[src/rtl/decode_pkg.sv]
// rtl/decode_pkg.sv - opcode constants, control-word bit map and encodings for decode_queue
package decode_pkg;

  localparam int CTRL_W = 34;

  localparam int C_REGWRITE     = 0;
  localparam int C_REGDST       = 1;
  localparam int C_ALUSRC       = 2;
  localparam int C_BRANCH       = 3;
  localparam int C_BAL          = 4;
  localparam int C_JAL          = 5;
  localparam int C_JR           = 6;
  localparam int C_JALR         = 7;
  localparam int C_JUMP         = 8;
  localparam int C_MEMWRITE_LSB = 9;
  localparam int C_MEMWRITE_MSB = 12;
  localparam int C_MEMREAD_LSB  = 13;
  localparam int C_MEMREAD_MSB  = 16;
  localparam int C_MEMSIGN      = 17;
  localparam int C_MEMTOREG     = 18;
  localparam int C_HILOWRITE    = 19;
  localparam int C_REGTOHILO_HI = 20;
  localparam int C_REGTOHILO_LO = 21;
  localparam int C_MDTOHILO     = 22;
  localparam int C_MULORDIV     = 23;
  localparam int C_MDSIGN       = 24;
  localparam int C_HILOTOREG    = 25;
  localparam int C_HILOSRC      = 26;
  localparam int C_WRITECP0     = 27;
  localparam int C_CP0TOREG     = 28;
  localparam int C_EX_RI        = 29;
  localparam int C_EX_BP        = 30;
  localparam int C_EX_SYS       = 31;
  localparam int C_DSRAM_EN     = 32;
  localparam int C_MUL_TO_REG   = 33;

  localparam logic REGDST_RT = 1'b0;
  localparam logic REGDST_RD = 1'b1;

  // Byte-lane masks, shared by memWrite and memReadWidth
  localparam logic [3:0] MW_NONE = 4'b0000;
  localparam logic [3:0] MW_BYTE = 4'b0001;
  localparam logic [3:0] MW_HALF = 4'b0011;
  localparam logic [3:0] MW_WORD = 4'b1111;

  localparam logic [5:0] OP_SPECIAL  = 6'h00;
  localparam logic [5:0] OP_REGIMM   = 6'h01;
  localparam logic [5:0] OP_J        = 6'h02;
  localparam logic [5:0] OP_JAL      = 6'h03;
  localparam logic [5:0] OP_BEQ      = 6'h04;
  localparam logic [5:0] OP_BNE      = 6'h05;
  localparam logic [5:0] OP_BLEZ     = 6'h06;
  localparam logic [5:0] OP_BGTZ     = 6'h07;
  localparam logic [5:0] OP_ADDI     = 6'h08;
  localparam logic [5:0] OP_ADDIU    = 6'h09;
  localparam logic [5:0] OP_SLTI     = 6'h0a;
  localparam logic [5:0] OP_SLTIU    = 6'h0b;
  localparam logic [5:0] OP_ANDI     = 6'h0c;
  localparam logic [5:0] OP_ORI      = 6'h0d;
  localparam logic [5:0] OP_XORI     = 6'h0e;
  localparam logic [5:0] OP_LUI      = 6'h0f;
  localparam logic [5:0] OP_COP0     = 6'h10;
  localparam logic [5:0] OP_SPECIAL2 = 6'h1c;
  localparam logic [5:0] OP_LB       = 6'h20;
  localparam logic [5:0] OP_LH       = 6'h21;
  localparam logic [5:0] OP_LW       = 6'h23;
  localparam logic [5:0] OP_LBU      = 6'h24;
  localparam logic [5:0] OP_LHU      = 6'h25;
  localparam logic [5:0] OP_SB       = 6'h28;
  localparam logic [5:0] OP_SH       = 6'h29;
  localparam logic [5:0] OP_SW       = 6'h2b;

  localparam logic [5:0] F_SLL = 6'h00, F_SRL = 6'h02, F_SRA = 6'h03, F_SLLV = 6'h04;
  localparam logic [5:0] F_SRLV = 6'h06, F_SRAV = 6'h07, F_JR = 6'h08, F_JALR = 6'h09;
  localparam logic [5:0] F_SYSCALL = 6'h0c, F_BREAK = 6'h0d, F_MFHI = 6'h10, F_MTHI = 6'h11;
  localparam logic [5:0] F_MFLO = 6'h12, F_MTLO = 6'h13, F_MULT = 6'h18, F_MULTU = 6'h19;
  localparam logic [5:0] F_DIV = 6'h1a, F_DIVU = 6'h1b, F_ADD = 6'h20, F_ADDU = 6'h21;
  localparam logic [5:0] F_SUB = 6'h22, F_SUBU = 6'h23, F_AND = 6'h24, F_OR = 6'h25;
  localparam logic [5:0] F_XOR = 6'h26, F_NOR = 6'h27, F_SLT = 6'h2a, F_SLTU = 6'h2b;
  localparam logic [5:0] F2_MUL = 6'h02;

  localparam logic [4:0] RT_BLTZ = 5'h00, RT_BGEZ = 5'h01, RT_BLTZAL = 5'h10, RT_BGEZAL = 5'h11;
  localparam logic [4:0] RS_MFC0 = 5'h00, RS_MTC0 = 5'h04;

  localparam logic [31:0] ERET_WORD = 32'h4200_0018;

endpackage

[src/rtl/decode_queue_if.sv]
// rtl/decode_queue_if.sv - fetch-side and execute-side valid/ready bundle of decode_queue
interface decode_queue_if #(
  parameter int DEPTH = 4,
  parameter int PC_W  = 32,
  parameter int CNT_W = $clog2(DEPTH) + 1
);
  logic                        in_valid;
  logic                        in_ready;
  logic [31:0]                 in_inst;
  logic [PC_W-1:0]             in_pc;
  logic                        out_valid;
  logic                        out_ready;
  logic [31:0]                 out_inst;
  logic [PC_W-1:0]             out_pc;
  logic [decode_pkg::CTRL_W-1:0] out_ctrl;
  logic                        out_is_ds;
  logic [CNT_W-1:0]            count;

  modport master (
    output in_valid, in_inst, in_pc, out_ready,
    input  in_ready, out_valid, out_inst, out_pc, out_ctrl, out_is_ds, count
  );

  modport slave (
    input  in_valid, in_inst, in_pc, out_ready,
    output in_ready, out_valid, out_inst, out_pc, out_ctrl, out_is_ds, count
  );
endinterface

[src/rtl/decode_core.sv]
// rtl/decode_core.sv - combinational instruction word to control word decoder
// Macro DECODE_MUL_EN enables the SPECIAL2 MUL encoding.
module decode_core
  import decode_pkg::*;
(
  input  logic [31:0]       inst,
  output logic [CTRL_W-1:0] ctrl
);
  logic [5:0] op, funct;
  logic [4:0] rs, rt;
  logic       legal;

  assign op    = inst[31:26];
  assign rs    = inst[25:21];
  assign rt    = inst[20:16];
  assign funct = inst[5:0];

  always_comb begin
    ctrl  = '0;
    legal = 1'b1;
    case (op)
      OP_SPECIAL: begin
        case (funct)
          F_SLL, F_SRL, F_SRA, F_SLLV, F_SRLV, F_SRAV, F_ADD, F_ADDU, F_SUB, F_SUBU,
          F_AND, F_OR, F_XOR, F_NOR, F_SLT, F_SLTU: begin
            ctrl[C_REGWRITE] = 1'b1;
            ctrl[C_REGDST]   = REGDST_RD;
          end
          F_JR: ctrl[C_JR] = 1'b1;
          F_JALR: begin
            ctrl[C_JR]       = 1'b1;
            ctrl[C_JALR]     = 1'b1;
            ctrl[C_REGWRITE] = 1'b1;
            ctrl[C_REGDST]   = REGDST_RD;
          end
          F_MULT, F_MULTU, F_DIV, F_DIVU: begin
            ctrl[C_HILOWRITE] = 1'b1;
            ctrl[C_MDTOHILO]  = 1'b1;
            ctrl[C_MULORDIV]  = ~funct[1];
            ctrl[C_MDSIGN]    = ~funct[0];
          end
          F_MFHI, F_MFLO: begin
            ctrl[C_REGWRITE]  = 1'b1;
            ctrl[C_REGDST]    = REGDST_RD;
            ctrl[C_HILOTOREG] = 1'b1;
            ctrl[C_HILOSRC]   = ~funct[1];
          end
          F_MTHI: begin
            ctrl[C_HILOWRITE]    = 1'b1;
            ctrl[C_REGTOHILO_HI] = 1'b1;
          end
          F_MTLO: begin
            ctrl[C_HILOWRITE]    = 1'b1;
            ctrl[C_REGTOHILO_LO] = 1'b1;
          end
          F_SYSCALL: ctrl[C_EX_SYS] = 1'b1;
          F_BREAK:   ctrl[C_EX_BP]  = 1'b1;
          default:   legal = 1'b0;
        endcase
      end
      OP_REGIMM: begin
        case (rt)
          RT_BLTZ, RT_BGEZ: ctrl[C_BRANCH] = 1'b1;
          RT_BLTZAL, RT_BGEZAL: begin
            ctrl[C_BRANCH]   = 1'b1;
            ctrl[C_BAL]      = 1'b1;
            ctrl[C_REGWRITE] = 1'b1;
          end
          default: legal = 1'b0;
        endcase
      end
      OP_J: ctrl[C_JUMP] = 1'b1;
      OP_JAL: begin
        ctrl[C_JUMP]     = 1'b1;
        ctrl[C_JAL]      = 1'b1;
        ctrl[C_REGWRITE] = 1'b1;
      end
      OP_BEQ, OP_BNE, OP_BLEZ, OP_BGTZ: ctrl[C_BRANCH] = 1'b1;
      OP_ADDI, OP_ADDIU, OP_SLTI, OP_SLTIU, OP_ANDI, OP_ORI, OP_XORI, OP_LUI: begin
        ctrl[C_REGWRITE] = 1'b1;
        ctrl[C_ALUSRC]   = 1'b1;
      end
      OP_LB, OP_LH, OP_LW, OP_LBU, OP_LHU: begin
        ctrl[C_REGWRITE]  = 1'b1;
        ctrl[C_ALUSRC]    = 1'b1;
        ctrl[C_MEMTOREG]  = 1'b1;
        ctrl[C_DSRAM_EN]  = 1'b1;
        ctrl[C_MEMSIGN]   = ~op[2];
        ctrl[C_MEMREAD_MSB:C_MEMREAD_LSB] = (op[1:0] == 2'b00) ? MW_BYTE :
                                            (op[1:0] == 2'b01) ? MW_HALF : MW_WORD;
      end
      OP_SB, OP_SH, OP_SW: begin
        ctrl[C_ALUSRC]   = 1'b1;
        ctrl[C_DSRAM_EN] = 1'b1;
        ctrl[C_MEMWRITE_MSB:C_MEMWRITE_LSB] = (op[1:0] == 2'b00) ? MW_BYTE :
                                              (op[1:0] == 2'b01) ? MW_HALF : MW_WORD;
      end
      OP_COP0: begin
        if (inst != ERET_WORD) begin
          case (rs)
            RS_MFC0: begin
              ctrl[C_REGWRITE] = 1'b1;
              ctrl[C_CP0TOREG] = 1'b1;
            end
            RS_MTC0: ctrl[C_WRITECP0] = 1'b1;
            default: legal = 1'b0;
          endcase
        end
      end
`ifdef DECODE_MUL_EN
      OP_SPECIAL2: begin
        if (funct == F2_MUL) begin
          ctrl[C_REGWRITE]   = 1'b1;
          ctrl[C_REGDST]     = REGDST_RD;
          ctrl[C_MDSIGN]     = 1'b1;
          ctrl[C_MUL_TO_REG] = 1'b1;
        end else begin
          legal = 1'b0;
        end
      end
`else
      OP_SPECIAL2: legal = 1'b0;
`endif
      default: legal = 1'b0;
    endcase
    // Reserved instructions carry only the exception flag so nothing downstream writes
    if (!legal) begin
      ctrl          = '0;
      ctrl[C_EX_RI] = 1'b1;
    end
  end
endmodule

[src/rtl/decode_queue.sv]
// rtl/decode_queue.sv - instruction queue with registered decode stage and delay-slot tagging
// Macro DECODE_MUL_EN (in decode_core) enables the SPECIAL2 MUL encoding.
module decode_queue
  import decode_pkg::*;
#(
  parameter int DEPTH = 4,
  parameter int PC_W  = 32,
  parameter int CNT_W = $clog2(DEPTH) + 1
) (
  input  logic           clk,
  input  logic           resetn,
  input  logic           flush,
  decode_queue_if.slave  bus
);
  localparam int PTR_W = $clog2(DEPTH);

  logic [31:0]       mem_inst_q [DEPTH];
  logic [31:0]       mem_inst_d [DEPTH];
  logic [PC_W-1:0]   mem_pc_q   [DEPTH];
  logic [PC_W-1:0]   mem_pc_d   [DEPTH];
  logic [PTR_W-1:0]  wr_ptr_q, wr_ptr_d, rd_ptr_q, rd_ptr_d;
  logic [CNT_W-1:0]  count_q, count_d;
  logic              out_valid_q, out_valid_d;
  logic [31:0]       out_inst_q, out_inst_d;
  logic [PC_W-1:0]   out_pc_q, out_pc_d;
  logic [CTRL_W-1:0] out_ctrl_q, out_ctrl_d;
  logic              out_is_ds_q, out_is_ds_d;
  logic              ds_pending_q, ds_pending_d;
  logic [CTRL_W-1:0] head_ctrl;
  logic              push, load;

  decode_core u_core (
    .inst (mem_inst_q[rd_ptr_q]),
    .ctrl (head_ctrl)
  );

  assign bus.in_ready  = (count_q != CNT_W'(DEPTH));
  assign push          = bus.in_valid & bus.in_ready & ~flush;
  assign load          = (count_q != '0) & (~out_valid_q | bus.out_ready) & ~flush;

  assign bus.out_valid = out_valid_q;
  assign bus.out_inst  = out_inst_q;
  assign bus.out_pc    = out_pc_q;
  assign bus.out_ctrl  = out_ctrl_q;
  assign bus.out_is_ds = out_is_ds_q;
  assign bus.count     = count_q;

  always_comb begin
    mem_inst_d   = mem_inst_q;
    mem_pc_d     = mem_pc_q;
    wr_ptr_d     = wr_ptr_q;
    rd_ptr_d     = rd_ptr_q;
    count_d      = count_q;
    out_valid_d  = out_valid_q;
    out_inst_d   = out_inst_q;
    out_pc_d     = out_pc_q;
    out_ctrl_d   = out_ctrl_q;
    out_is_ds_d  = out_is_ds_q;
    ds_pending_d = ds_pending_q;
    if (flush) begin
      wr_ptr_d     = '0;
      rd_ptr_d     = '0;
      count_d      = '0;
      out_valid_d  = 1'b0;
      out_is_ds_d  = 1'b0;
      ds_pending_d = 1'b0;
    end else begin
      if (push) begin
        mem_inst_d[wr_ptr_q] = bus.in_inst;
        mem_pc_d[wr_ptr_q]   = bus.in_pc;
        wr_ptr_d             = wr_ptr_q + PTR_W'(1);
      end
      count_d = count_q + CNT_W'(push) - CNT_W'(load);
      // The delay-slot tag follows whichever instruction was loaded before this one
      if (load) begin
        rd_ptr_d     = rd_ptr_q + PTR_W'(1);
        out_valid_d  = 1'b1;
        out_inst_d   = mem_inst_q[rd_ptr_q];
        out_pc_d     = mem_pc_q[rd_ptr_q];
        out_ctrl_d   = head_ctrl;
        out_is_ds_d  = ds_pending_q;
        ds_pending_d = head_ctrl[C_BRANCH] | head_ctrl[C_JUMP] | head_ctrl[C_JR];
      end else if (out_valid_q && bus.out_ready) begin
        out_valid_d = 1'b0;
      end
    end
  end

  always_ff @(posedge clk) begin
    mem_inst_q <= mem_inst_d;
    mem_pc_q   <= mem_pc_d;
  end

  always_ff @(posedge clk or negedge resetn) begin
    if (!resetn) begin
      wr_ptr_q     <= '0;
      rd_ptr_q     <= '0;
      count_q      <= '0;
      out_valid_q  <= 1'b0;
      out_inst_q   <= '0;
      out_pc_q     <= '0;
      out_ctrl_q   <= '0;
      out_is_ds_q  <= 1'b0;
      ds_pending_q <= 1'b0;
    end else begin
      wr_ptr_q     <= wr_ptr_d;
      rd_ptr_q     <= rd_ptr_d;
      count_q      <= count_d;
      out_valid_q  <= out_valid_d;
      out_inst_q   <= out_inst_d;
      out_pc_q     <= out_pc_d;
      out_ctrl_q   <= out_ctrl_d;
      out_is_ds_q  <= out_is_ds_d;
      ds_pending_q <= ds_pending_d;
    end
  end
endmodule

[src/flat_wrapper.sv]
// flat-port wrapper written by rule: the top's interface ports become plain ports
module decode_queue_flat import decode_pkg::*;
#(
  parameter int DEPTH = 4,
  parameter int PC_W  = 32,
  parameter int CNT_W = $clog2(DEPTH) + 1
)
  (clk, resetn, flush, bus_in_valid, bus_in_inst, bus_in_pc, bus_out_ready, bus_in_ready, bus_out_valid, bus_out_inst, bus_out_pc, bus_out_ctrl, bus_out_is_ds, bus_count);
  decode_queue_if #(.DEPTH(DEPTH), .PC_W(PC_W), .CNT_W(CNT_W)) bus_i ();
  input  logic clk;
  input  logic resetn;
  input  logic flush;
  input wire logic [$bits(bus_i.in_valid)-1:0] bus_in_valid;
  input wire logic [$bits(bus_i.in_inst)-1:0] bus_in_inst;
  input wire logic [$bits(bus_i.in_pc)-1:0] bus_in_pc;
  input wire logic [$bits(bus_i.out_ready)-1:0] bus_out_ready;
  output wire logic [$bits(bus_i.in_ready)-1:0] bus_in_ready;
  output wire logic [$bits(bus_i.out_valid)-1:0] bus_out_valid;
  output wire logic [$bits(bus_i.out_inst)-1:0] bus_out_inst;
  output wire logic [$bits(bus_i.out_pc)-1:0] bus_out_pc;
  output wire logic [$bits(bus_i.out_ctrl)-1:0] bus_out_ctrl;
  output wire logic [$bits(bus_i.out_is_ds)-1:0] bus_out_is_ds;
  output wire logic [$bits(bus_i.count)-1:0] bus_count;
  assign bus_i.in_valid = bus_in_valid;
  assign bus_i.in_inst = bus_in_inst;
  assign bus_i.in_pc = bus_in_pc;
  assign bus_i.out_ready = bus_out_ready;
  assign bus_in_ready = bus_i.in_ready;
  assign bus_out_valid = bus_i.out_valid;
  assign bus_out_inst = bus_i.out_inst;
  assign bus_out_pc = bus_i.out_pc;
  assign bus_out_ctrl = bus_i.out_ctrl;
  assign bus_out_is_ds = bus_i.out_is_ds;
  assign bus_count = bus_i.count;
  decode_queue #(.DEPTH(DEPTH), .PC_W(PC_W), .CNT_W(CNT_W)) u_core (.clk(clk), .resetn(resetn), .flush(flush), .bus(bus_i));
endmodule
[config.mk]
export PLATFORM = sky130hd
export DESIGN_NAME = decode_queue_flat
export DESIGN_NICKNAME = d
export VERILOG_FILES = /design/src/rtl/decode_pkg.sv /design/src/rtl/decode_queue_if.sv /design/src/rtl/decode_core.sv /design/src/rtl/decode_queue.sv /design/src/flat_wrapper.sv
export SDC_FILE = /design/constraint.sdc
export NUM_CORES = 1
export LEC_CHECK = 0
export BUFFER_PORTS_ARGS = -buffer_cell sky130_fd_sc_hd__buf_2
export CAP_MARGIN = 15
export CORE_MARGIN = 5
export CORE_UTILIZATION = 50
export CTS_CLUSTER_SIZE = 28
export DETAILED_ROUTE_END_ITERATION = 16
export PLACE_DENSITY = 0.81
export SLEW_MARGIN = 20
export SYNTH_ARGS = -nofsm -noshare
export SYNTH_HDL_FRONTEND = slang
export SYNTH_SLANG_ARGS = --single-unit
export TNS_END_PERCENT = 30
[constraint.sdc]
create_clock -name clk -period 3.55 [get_ports clk]
set_input_delay 0.1775 -clock clk [delete_from_list [all_inputs] [get_ports clk]]
set_output_delay 0.1775 -clock clk [all_outputs]
set_load 0.02 [all_outputs]
==> reports/results.ini <==
[run_status]
outcome=finished clean

[critical_path]
reg2reg_from=u_core.rd_ptr_q[0]
startpoint_type=flip-flop
cp.arrival_ps=3310
worstPathRequired_ps=3950
crit_fanout=25
end_kind=flip-flop
slowest_stage=dfrtp_4
crit_chain=buf_4, mux4_2, nor3_2, nand4_1, o31ai_1, a2111oi_2, a21o_1
slowest_delay_ps=770
critPathKind=reg2reg
crit_start=u_core.rd_ptr_q[0]

[global_route]
grt_pass1_vias=8460
antenna_found_initial=1
grt_overflow=0
grt_max_degree=77
track_usage_pct=20.0
grt_pass1_wl_um=47900

[floorplanning]
fp.coreArea_um2=27000
initial_utilization_pct=50.8
die_w_um=176
rows=60
die_area_um2=30900
ios=173
die_h_um=176

[yosys]
synth-seq-cells=360
syn_nets=908
syn_avg_cell_area_um2=16.5
async_reset_ff_share_pct=28.9
synth-seq-area-share_pct=75.0
yosysWarnings=0
syn_inst=832
yosys.cell_types.count=57
syn_area_um2=13700
synth_flop_cell=edfxtp_1
synth_edf_count=256

[cts]
cts_sinks=360
h-tree-depth=2
insertion_delay_ps=520
root_buffer=clkbuf_16
numCtsBuffers=37
clk_pin_slew_worst_paths_ps=60
cts_tree=built
cts_max_path_buffers=3
post_cts_buffers=0
cts_resized=0

[power_and_ir_drop]
ir_drop_uv=650
power.density_nw_per_um2=768
power_mw=12.9
leakage_nw=6.64

[sta]
relSlewSlack_pct=43.7
min_period_ps=2910
fin_worst_skew_ps=13.6
setup_violations=0
worst_pin_slew_ps=844
finalSetupTns_ps=0
rsz0062_at_grt=no
period_share_pct=81.9
max_freq_ghz=0.344
hold_ws_ps=262
slew_viol_final=0
final_hold_viol_count=0

[final_layout]
layout-drive-gt1-share_pct=27.8
area_growth_pct=22.9
nets=1160
final_util_pct=62.4

[route]
vias=7942
postRouteAntennaNets=0
viasPerCell=5.46
routed_wl_um=30600
initialDrtViolationCount=650
drc=0
wl_per_cell_um=21.0
dr.pass1.iters=5

[place]
portBuffers=171
place.gp.congestion=0.808
hpwl_um=19300

[min_path]
min_path_type=in2async

[job]
drv_cap=0

==> synth_stat cells, types with 5 or more instances <==
cell / number / area [µm²]
nor2b_1: 6 / 37.5
o21ai_0: 15 / 75.1
mux4_2: 63 / 1420
o31ai_1: 9 / 67.6
inv_1: 10 / 37.5
edfxtp_1: 256 / 7690
a21oi_1: 5 / 25.0
buf_4: 5 / 37.5
buf_2: 10 / 50.1
dfrtp_1: 104 / 2600
ha_1: 6 / 75.1
nand2_1: 223 / 837
clkbuf_1: 21 / 78.8
nor2_1: 20 / 75.1
nor3_1: 5 / 25.0
nand3_1: 8 / 40.0
and2_1: 6 / 37.5
==> timing repair <==
action                                 4_1_cts  5_1_grt
endpoints found under the hold margin      311        0
setup endpoints to repair                    0        0
hold buffers                                69        0
==> placed cells by master, fill, tap and decap left out, types with 3 or more instances in the layout <==
master | Yosys | routed
nor2_1 | 20 | 20
mux4_2 | 63 | 63
nor3_1 | 5 | 5
clkbuf_16 | 0 | 39
buf_12 | 1 | 4
nor2b_1 | 6 | 6
buf_4 | 5 | 12
dlygate4sd3_1 | 0 | 69
and2_4 | 0 | 4
xnor2_1 | 4 | 4
nand2_1 | 223 | 223
clkbuf_8 | 0 | 3
edfxtp_1 | 256 | 256
o31ai_1 | 9 | 9
a21oi_1 | 5 | 5
inv_1 | 10 | 10
nand4_1 | 3 | 3
nor3b_1 | 3 | 3
clkinv_1 | 1 | 3
o21ai_1 | 3 | 3
o21ai_0 | 15 | 15
dfrtp_1 | 104 | 102
nand3_1 | 8 | 8
buf_2 | 10 | 170
clkbuf_1 | 21 | 18
nand2b_1 | 4 | 3
bufinv_16 | 0 | 3
ha_1 | 6 | 6
==> path summary, 6_finish.rpt <==
kind                       depth (start not counted)                 endpoint  slack, ps
setup / recovery                                   7  u_core.bus.out_ctrl[29]        640
hold / removal                                     2  u_core.bus.out_inst[27]        260
setup reg to reg                                   7  u_core.bus.out_ctrl[29]        640
hold reg to reg                                    2     u_core.bus.out_pc[8]        470
max in group asynchronous                          3    u_core.bus.out_pc[15]       2370
min in group clk                                   2     u_core.mem_pc_q[100]        410
==> layout make-up <==
type	instances	area [µm²]
multi-input cells	419	3190
repair buffers	255	1710
clock inverters	8	115
flip-flops and latches	360	10300
inverters	11	41.3
clock buffers	60	1080
well taps	341	427
diodes	1	2.50
fillers	1963	10200
==> kinds of logic after synthesis <==
family | count (synthesis) | synth area share [%]
buf+inv | 53 | 1.91
flops | 360 | 75.0
compound gates | 49 | 2.42
xor+xnor | 5 | 0.319
other cells | 1 | 0.0273
fa+ha+maj | 7 | 0.693
mux | 66 | 10.7
simple gates | 291 | 8.99
==> registers in the layout, indices dropped and copies added, names as in the netlist <==
register	count
u_core.mem_inst_q	128
u_core.mem_pc_q	128
u_core.bus.out_inst	32
u_core.bus.out_pc	32
u_core.bus.out_ctrl	30
u_core.bus.count	3
u_core.rd_ptr_q	2
u_core.wr_ptr_q	2
u_core.bus.out_is_ds	1
u_core.bus.out_valid	1
u_core.ds_pending_q	1
==> where the power goes <==
| group | total, mW | internal, mW | switching (mW) |
|---|---|---|---|
| clock network | 3.82 | 2.31 | 1.51 |
| logic | 3.55 | 1.33 | 2.22 |
| registers | 5.58 | 5.16 | 0.414 |
==> routing by layer <==
metal  GRT usage [%]  share of wire, %  wire, µm
met1            26.6                41     12500
met2            34.3                51     15500
met3            3.53               6.1      1870
met4            5.56               2.2       665
met5               0                 0         0
==> metrics by stage <==
| step | cell area [µm²] | setup slack [ps] | cells |
|---|---|---|---|
| 3_3_place_gp | 15000 | 736 | 1317 |
| 6_report | 16900 | 642 | 1455 |
| 5_1_grt | 16900 | 449 | 1455 |
| 3_5_place_dp | 15000 | 616 | 1317 |
| 4_1_cts | 16900 | 601 | 1454 |
| 2_1_floorplan | 13700 | 395 | 832 |
==> critical path, delay by kind of cell, from the launching register on <==
family                 cells  cell delay, ps
AO/OA/AOI/OAI              3             670
buffers and inverters      1             260
flip-flops                 1             770
multiplexers               1             530
AND/OR/NAND/NOR            2             560
Power figures use the tool's default switching activity.
